<file path="config.mk">
export PLATFORM = sky130hd
export DESIGN_NAME = drum_sequencer
export DESIGN_NICKNAME = d
export VERILOG_FILES = /design/src/rtl/drum_sequencer.sv
export SDC_FILE = /design/constraint.sdc
export NUM_CORES = 1
export LEC_CHECK = 0
export BUFFER_PORTS_ARGS = -buffer_cell sky130_fd_sc_hd__buf_2
export CORE_MARGIN = 2
export CORE_UTILIZATION = 56
export DETAILED_ROUTE_END_ITERATION = 16
export PLACE_DENSITY = 0.77
export SYNTH_ARGS = -nofsm -noshare
export SYNTH_HDL_FRONTEND = slang
export SYNTH_SLANG_ARGS = --single-unit
</file>
<file path="constraint.sdc">
create_clock -name clk -period 6.5 [get_ports clk]
set_input_delay 1.95 -clock clk [delete_from_list [all_inputs] [get_ports clk]]
set_output_delay 1.95 -clock clk [all_outputs]
set_load 0.01 [all_outputs]
</file>
<file path="src/rtl/drum_sequencer.sv">
// 16-step, multi-voice drum pattern sequencer: pattern RAM, tempo-driven step clock,
// shared sample-rate enable and per-voice go/busy tracking.
module drum_sequencer #(
  parameter int NUM_VOICES = 4,
  parameter int NUM_STEPS  = 16,
  parameter int TEMPO_W    = 26,
  parameter int SAMPLE_DIV = 3125,
  parameter int VOICE_LEN  = 16481
) (
  input  logic                  clk,
  input  logic                  reset,
  input  logic                  play,
  input  logic                  stop,
  input  logic [TEMPO_W-1:0]    tempo_div,
  input  logic                  pat_we,
  input  logic [1:0]            pat_voice,
  input  logic [3:0]            pat_step,
  input  logic                  pat_data,
  output logic [NUM_VOICES-1:0] voice_go,
  output logic                  sample_en,
  output logic [3:0]            step_idx,
  output logic                  step_tick,
  output logic                  running,
  output logic [NUM_VOICES-1:0] voice_active
);

  localparam int SC_W = (SAMPLE_DIV > 1) ? $clog2(SAMPLE_DIV) : 1;
  localparam int VC_W = $clog2(VOICE_LEN + 1);

  typedef enum logic [1:0] {IDLE, ARM, RUN, DRAIN} state_t;
  state_t state_reg, state_next;

  logic [TEMPO_W-1:0]                   tempo_cnt_reg;
  logic [TEMPO_W-1:0]                   div_eff;
  logic [SC_W-1:0]                      sample_cnt_reg;
  logic                                 sample_en_reg;
  logic                                 step_tick_reg;
  logic [3:0]                           step_reg;
  logic [3:0]                           step_next;
  logic [NUM_VOICES-1:0]                voice_go_reg;
  logic [NUM_VOICES-1:0]                go_next;
  logic [NUM_VOICES-1:0]                active_reg;
  logic [NUM_VOICES-1:0][NUM_STEPS-1:0] pattern_reg;
  logic                                 arm_fire;
  logic                                 advance;
  logic                                 step_due;

  assign div_eff   = (tempo_div < TEMPO_W'(2)) ? TEMPO_W'(2) : tempo_div;
  assign step_due  = (tempo_cnt_reg >= div_eff - TEMPO_W'(1));
  assign step_next = (step_reg == 4'(NUM_STEPS - 1)) ? 4'd0 : step_reg + 4'd1;

  always_ff @(posedge clk or posedge reset) begin
    if (reset) state_reg <= IDLE;
    else       state_reg <= state_next;
  end

  // stop always has priority; a step advance in the stop cycle is dropped
  always_comb begin
    state_next = state_reg;
    arm_fire   = 1'b0;
    advance    = 1'b0;
    case (state_reg)
      IDLE:  if (play && !stop) state_next = ARM;
      ARM: begin
        if (stop) begin
          state_next = IDLE;
        end else begin
          state_next = RUN;
          arm_fire   = 1'b1;
        end
      end
      RUN: begin
        if (stop)          state_next = DRAIN;
        else if (step_due) advance    = 1'b1;
      end
      DRAIN: if (active_reg == '0) state_next = IDLE;
      default: state_next = IDLE;
    endcase
  end

  always_ff @(posedge clk or posedge reset) begin
    if (reset) begin
      tempo_cnt_reg <= '0;
      step_reg      <= '0;
      step_tick_reg <= 1'b0;
      voice_go_reg  <= '0;
    end else begin
      step_tick_reg <= arm_fire | advance;
      voice_go_reg  <= go_next;
      if (state_reg == ARM) begin
        step_reg      <= '0;
        tempo_cnt_reg <= '0;
      end else if (state_reg == RUN && !stop) begin
        if (step_due) begin
          tempo_cnt_reg <= '0;
          step_reg      <= step_next;
        end else begin
          tempo_cnt_reg <= tempo_cnt_reg + TEMPO_W'(1);
        end
      end
    end
  end

  // Pattern reads use the pre-edge contents, so a same-cycle write lands on the next visit.
  always_ff @(posedge clk or posedge reset) begin
    if (reset)       pattern_reg <= '0;
    else if (pat_we) pattern_reg[pat_voice][pat_step] <= pat_data;
  end

  always_ff @(posedge clk or posedge reset) begin
    if (reset) begin
      sample_cnt_reg <= '0;
      sample_en_reg  <= 1'b0;
    end else if (sample_cnt_reg == SC_W'(SAMPLE_DIV - 1)) begin
      sample_cnt_reg <= '0;
      sample_en_reg  <= 1'b1;
    end else begin
      sample_cnt_reg <= sample_cnt_reg + SC_W'(1);
      sample_en_reg  <= 1'b0;
    end
  end

  genvar gi;
  generate
    for (gi = 0; gi < NUM_VOICES; gi++) begin : g_voice
      logic [VC_W-1:0] vcnt_reg;
      logic            act_reg;

      assign go_next[gi] = (arm_fire & pattern_reg[gi][0]) |
                           (advance  & pattern_reg[gi][step_next]);
      assign active_reg[gi] = act_reg;

      // go beats a coincident sample_en; the last tick clears busy on the same edge
      always_ff @(posedge clk or posedge reset) begin
        if (reset) begin
          act_reg  <= 1'b0;
          vcnt_reg <= '0;
        end else if (voice_go_reg[gi]) begin
          act_reg  <= 1'b1;
          vcnt_reg <= '0;
        end else if (act_reg && sample_en_reg) begin
          if (vcnt_reg == VC_W'(VOICE_LEN - 1)) begin
            act_reg  <= 1'b0;
            vcnt_reg <= '0;
          end else begin
            vcnt_reg <= vcnt_reg + VC_W'(1);
          end
        end
      end
    end
  endgenerate

  assign voice_go     = voice_go_reg;
  assign sample_en    = sample_en_reg;
  assign step_idx     = step_reg;
  assign step_tick    = step_tick_reg;
  assign running      = (state_reg == ARM) || (state_reg == RUN);
  assign voice_active = active_reg;

endmodule
</file>
# ---- Yosys cells after proc, flatten, opt, wreduce, memory -nomap -nowiden
# Index checks and enable logic that the tools add are counted.
dict set report classes {
  n_addsub 8
  order_cmp 7
  eq_ne 12
  muxes 57
  bitwise 13
  reduce_logical 28
}
# op count
set ops {}
lappend ops {{two-way mux 15 bit} 12}
lappend ops {{two-way mux 26 bit} 4}
lappend ops {{bitwise mux 64 bit} 1}
lappend ops {{adder 15 x 1 -> 15 bit, second input constant} 4}
lappend ops {{equality test 15 bit, second input constant} 4}
lappend ops {{demux 16 bit (select 2 bit)} 1}
lappend ops {{adder 26 x 1 -> 26 bit, second input constant} 1}
lappend ops {{greater-or-equal comparator 26 bit} 1}
lappend ops {{less-than comparator 26 x 2 -> 1 bit, second input constant} 1}
lappend ops {{subtractor 26 x 1 -> 26 bit, second input constant} 1}
lappend ops {{two-way mux 1 bit} 23}
lappend ops {{nonzero test 2 bit} 10}
lappend ops {{binary-select mux 1 bit (select 4 bit)} 4}
lappend ops {{two-way mux 16 bit} 1}
lappend ops {{two-way mux 4 bit} 4}
lappend ops {{adder 12 x 1 -> 12 bit, second input constant} 1}
lappend ops {{equality test 12 bit, second input constant} 1}
lappend ops {{two-way mux 12 bit} 1}
lappend ops {{less-than comparator 4 x 5 -> 1 bit, second input constant} 2}
lappend ops {{AND reduction 2 bit} 5}
lappend ops {{AND 1 bit} 8}
lappend ops {{logical AND 1 bit} 8}
lappend ops {{two-way mux 2 bit} 4}
lappend ops {{case mux 2 bit (4 select lines)} 1}
lappend ops {{15 further kinds} 22}
dict set report word_totals {
  ff_bits 178
  inputBits 38
  elab_cells 144
}

# ---- Depth between registers and ports, before layout
dict set report logic_depth {
  ltp_word 9
  depth_mapped 21
  mapped_depth_nobuf 19
}

# ---- Worst setup path before layout
# OpenSTA, ideal clock, no wires.
dict set report synth_timing {
  path_type {input -> register}
  from {input port tempo_div[20]}
  to {register tempo_cnt_reg[7]}
  arrival_ns 6.685
  required_ns 6.418
  setup_slack_ns -0.267
  stages 20
  cell_sequence {or4_4 or3_4 or4_4 nand2b_4 nor4_4 nand2b_1 ha_1 nand4_1 or2_2 nor4_1 xnor2_1 ha_1 nand4_1 nor4_1 a221oi_1 o211ai_1 or2_1 clkbuf_1 or4_1 a31oi_1}
}
dict set report synth_via {
  elab_chain_len 7
}
# element line_no
set synth_rtl {}
lappend synth_rtl {{start: declaration} 14} ;# input logic [TEMPO_W-1:0] tempo_div,
lappend synth_rtl {{less-than comparator 26 x 2 -> 1 bit} 48} ;# assign div_eff = (tempo_div < TEMPO_W'(2)) ? TEMPO_W'(2) : tempo_div;
lappend synth_rtl {{two-way mux 26 bit (*)} 48}
lappend synth_rtl {{subtractor 26 x 1 -> 26 bit (*)} 49} ;# assign step_due = (tempo_cnt_reg >= div_eff - TEMPO_W'(1));
lappend synth_rtl {{greater-or-equal comparator 26 bit (*)} 49}
lappend synth_rtl {{two-way mux 26 bit (*)} 94} ;# if (step_due) begin
lappend synth_rtl {{two-way mux 26 bit (*)} 93} ;# end else if (state_reg == RUN && !stop) begin
lappend synth_rtl {{two-way mux 26 bit (*)} 90} ;# if (state_reg == ARM) begin
lappend synth_rtl {{end signal: assignment} 98} ;# tempo_cnt_reg <= tempo_cnt_reg + TEMPO_W'(1);
lappend synth_rtl {{end: declaration} 33} ;# logic [TEMPO_W-1:0] tempo_cnt_reg;
# Mark *: on every way between the ends. The rest lies on a longest branch, timed or not. The select of a mux whose other input is x is not followed.
# A chain may end at the register's enable or synchronous reset.

# ---- Worst setup path in the final report
# Ends and elaborated chain as after synthesis.

==> impl_summary.txt <==
----------------------------------------------------
[Run status]
  Status ... finished, final reports clean

[Synth]
  Leading register cell type out of synthesis ... dfrtp_1
  Leading cell types by total area after synthesis ... dfrtp_1 (43%), mux2_2 (7.5%), ha_1 (5.3%)
  Top cells by instance count after synthesis ... dfrtp_1 (178), nand2_1 (134), nor2_1 (101), mux2_2 (69), nand3_1 (60)
  Cell accounting for the most synthesized area ... dfrtp_1
  Most instantiated library cell after synthesis ... dfrtp_1
  Average cell area after synthesis ... 9.46 um^2
  Number of storage elements in the synthesis netlist ... 178
  Proportion of synthesized chip area in sequential cells ... 43.1%
  Post-synth EDFFs ... 0
  Fraction of post-synthesis cell area in the top cell type by area ... 43.1%
  Post-synth net total ... 1174
  Post-synthesis instance area ... 0.0103 mm^2
  Synth Instances ... 1092
  Async set or reset register ratio after synthesis ... 100%
  Number of warnings issued by yosys ... 0
  Synth unique cells ... 63

[Worst setup path]
  Crit start category ... input pin
  Required time of the critical path ... 6.85 ns
  Setup crit end kind ... flip-flop
  CP Launch Point ... tempo_div[20]
  Endpoint arrival time on the critical path ... 6.68 ns
  Reg2Reg Launch Point ... step_idx[0]
  Worst-path fanout max ... 5
  Category of the most critical setup path ... in2reg

[Drt]
  Routed via count ... 8199
  DRC errors left ... 0
  Average wire length per cell after detail routing ... 16.2 um
  Detailed-router iteration count before antenna repair ... 4
  Number of antenna-violating nets in the routed design ... 0
  Ratio of routed vias to standard cells ... 5.87
  1st-iter DRT viols ... 493
  Sum of routed wire length over all layers ... 22.7 mm

[Power and ir drop]
  Total Power ... 2750 uW
  Reported leakage power ... 0.00512 uW
  Power per Cell Area ... 236 mW/mm^2
  VDD IR max ... 0.219 mV

[CTS]
  Clock-pin slew of the registers on the worst-case setup and hold paths ... 0.07 ns
  Total CTS buffers ... 17
  Max Root-Sink Buffers ... 2
  Master cell of the clock root buffer ... clkbuf_16
  TritonCTS clock tree ... done
  Maximum level of the CTS H-tree ... 4
  Clock Latency Late Sink ... 0.43 ns
  TritonCTS sink count ... 178

[Min path]
  Worst Min Path Start ... g_voice[1].vcnt_reg[6]
  Classification of the worst-slack hold path ... reg2reg

[Place]
  Half-perimeter wire length after detailed placement ... 15.7 mm
  Final Wtd Congestion ... 0.860
  Number of buffer cells added on primary ports ... 52

[Final layout]
  Number of nets in the finished design ... 1236
  Synth-to-Final Area Change ... 12.5%
  Max FFs per register ... 64
  Fraction of final layout cells with drive strength greater than 1 ... 19.3%
  Total inserted antenna cells ... 0
  Number of fill cells in the layout ... 1405

[Floorplan]
  Starting density of the core ... 57.3%
  Top Ports ... 53
  Die extent in y ... 140 um
  Die area ... 0.0195 mm^2
  Horizontal die dimension ... 140 um
  Floorplan row count ... 49
  Core Box Area ... 0.0180 mm^2

[Timing]
  Measured slew at the worst slew-check pin ... 1.12 ns
  Clock skew ... 0.0105 ns
  Final Max Tran Viols ... 0
  Post-route fraction of the period consumed by the critical path ... 97.4%
  Final hold violations ... 0
  Final setup violation count ... 0
  Maximum frequency from static timing analysis ... 158 MHz
  Post-route setup TNS ... 0 ns
  Max-slew headroom ... 25.2%
  Setup repair after global routing missed its margin ... true
  Minimum period implied by the final worst setup slack ... 6.33 ns

[Global routing]
  Total congestion overflow after global routing ... 0
  Global-route wire length before repair ... 38.1 mm
  Pin count of the biggest net entering global routing ... 179
  GRT Resource Usage Total ... 23.7%
  Antenna violations before repair ... 0
  Via count of the first global-routing pass ... 7954

[Job]
  Max_cap viols ... 0

----------------------------------------------------
==> what timing repair did <==
item,4_1_cts,5_1_grt
setup endpoints to repair,0,34
gates resized for setup,0,6
setup buffers,0,2
hold buffers,0,0
==> worst max-delay path, cell delays in order <==
cell and delay (ns):
buf_2 0.10, or4_4 0.52, or3_4 0.34, or4_4 0.42, nand2b_4 0.17, nor4_4 0.15
nand2b_4 0.19, ha_4 0.13, nand4_1 0.12, or2_4 0.33, nor4_4 0.14, xnor2_1 0.11
ha_1 0.32, nand4_1 0.14, nor4_1 0.08, a221oi_1 0.29, o211ai_1 0.20, or2_4 0.32
or4_4 0.49, a31oi_2 0.17
==> through the flow <==
step	std cells	hold slack (ns)	setup slack, ns	utilization (%)	instance area, um^2
CTS	1394	0.494	0.00222	64.3	11600
global route	1396	0.517	-0.0841	64.5	11600
finish	1396	0.495	0.166	64.5	11600
floorplan	1092	0.446	-0.191	-	10400
detailed placement	1362	0.472	-0.443	61.1	11000
global placement	1362	0.472	-0.315	61.1	11000
==> layout by cell type, fill, tap and decap left out, types with 18 or more instances in the layout <==
cell      count
a21oi_1      41
and3_1       25
buf_2        52
buf_4        29
dfrtp_1     178
ha_1         43
inv_1        43
mux2_2       69
nand2_1     133
nand2b_1     18
nand3_1      60
nor2_1      100
nor3_1       22
o21ai_0      58
o22ai_1      19
xnor2_1      36
xor2_1       28
==> worst paths after layout <==
path	to	slack, ns	depth (start not counted)
max	tempo_cnt_reg[7]	0.17	20
min	g_voice[1].vcnt_reg[6]	0.50	1
max reg2reg	voice_go[2]	3.54	9
min reg2reg	g_voice[1].vcnt_reg[6]	0.50	1
max in group asynchronous	pattern_reg[16]	4.02	3
min in group asynchronous	g_voice[0].vcnt_reg[0]	1.77	3
==> layout make-up <==
cell class | instances | area (um^2) | area share, %
Clock buffer | 18 | 429 | 3.69
Clock inverter | 14 | 151 | 1.30
Inverter | 44 | 169 | 1.45
Multi-Input combinational cell | 829 | 5600 | 48.2
Sequential cell | 178 | 4450 | 38.3
Tap cell | 229 | 287 | 2.47
Timing Repair Buffer | 84 | 529 | 4.55
==> logic make-up after synthesis <==
kind of cell,synth area share (%)
adders and majority gates,5.33
and+or+nand+nor,22.2
DFF,43.1
muxes,10.4
buffers and inverters,3.27
xor gates and xnor gates,5.43
AOI/OAI and AO/OA,10.2
==> power by group <==
group          total [uW]  switching, uW  internal [uW]
combinational         449            258            191
sequential           1270           78.7           1190
clock                1020            452            572
==> per-layer routing <==
metal  vias to the layer above  routed length [um]  global-route usage (%)
met3                        33                 654                    3.92
li1                       4006                   -                       -
met2                       117               11000                    38.3
met4                         0                 408                    7.63
met5                         -                   0                       0
met1                      4043               10600                    32.8
No activity file was read; power rests on OpenSTA's default activity.
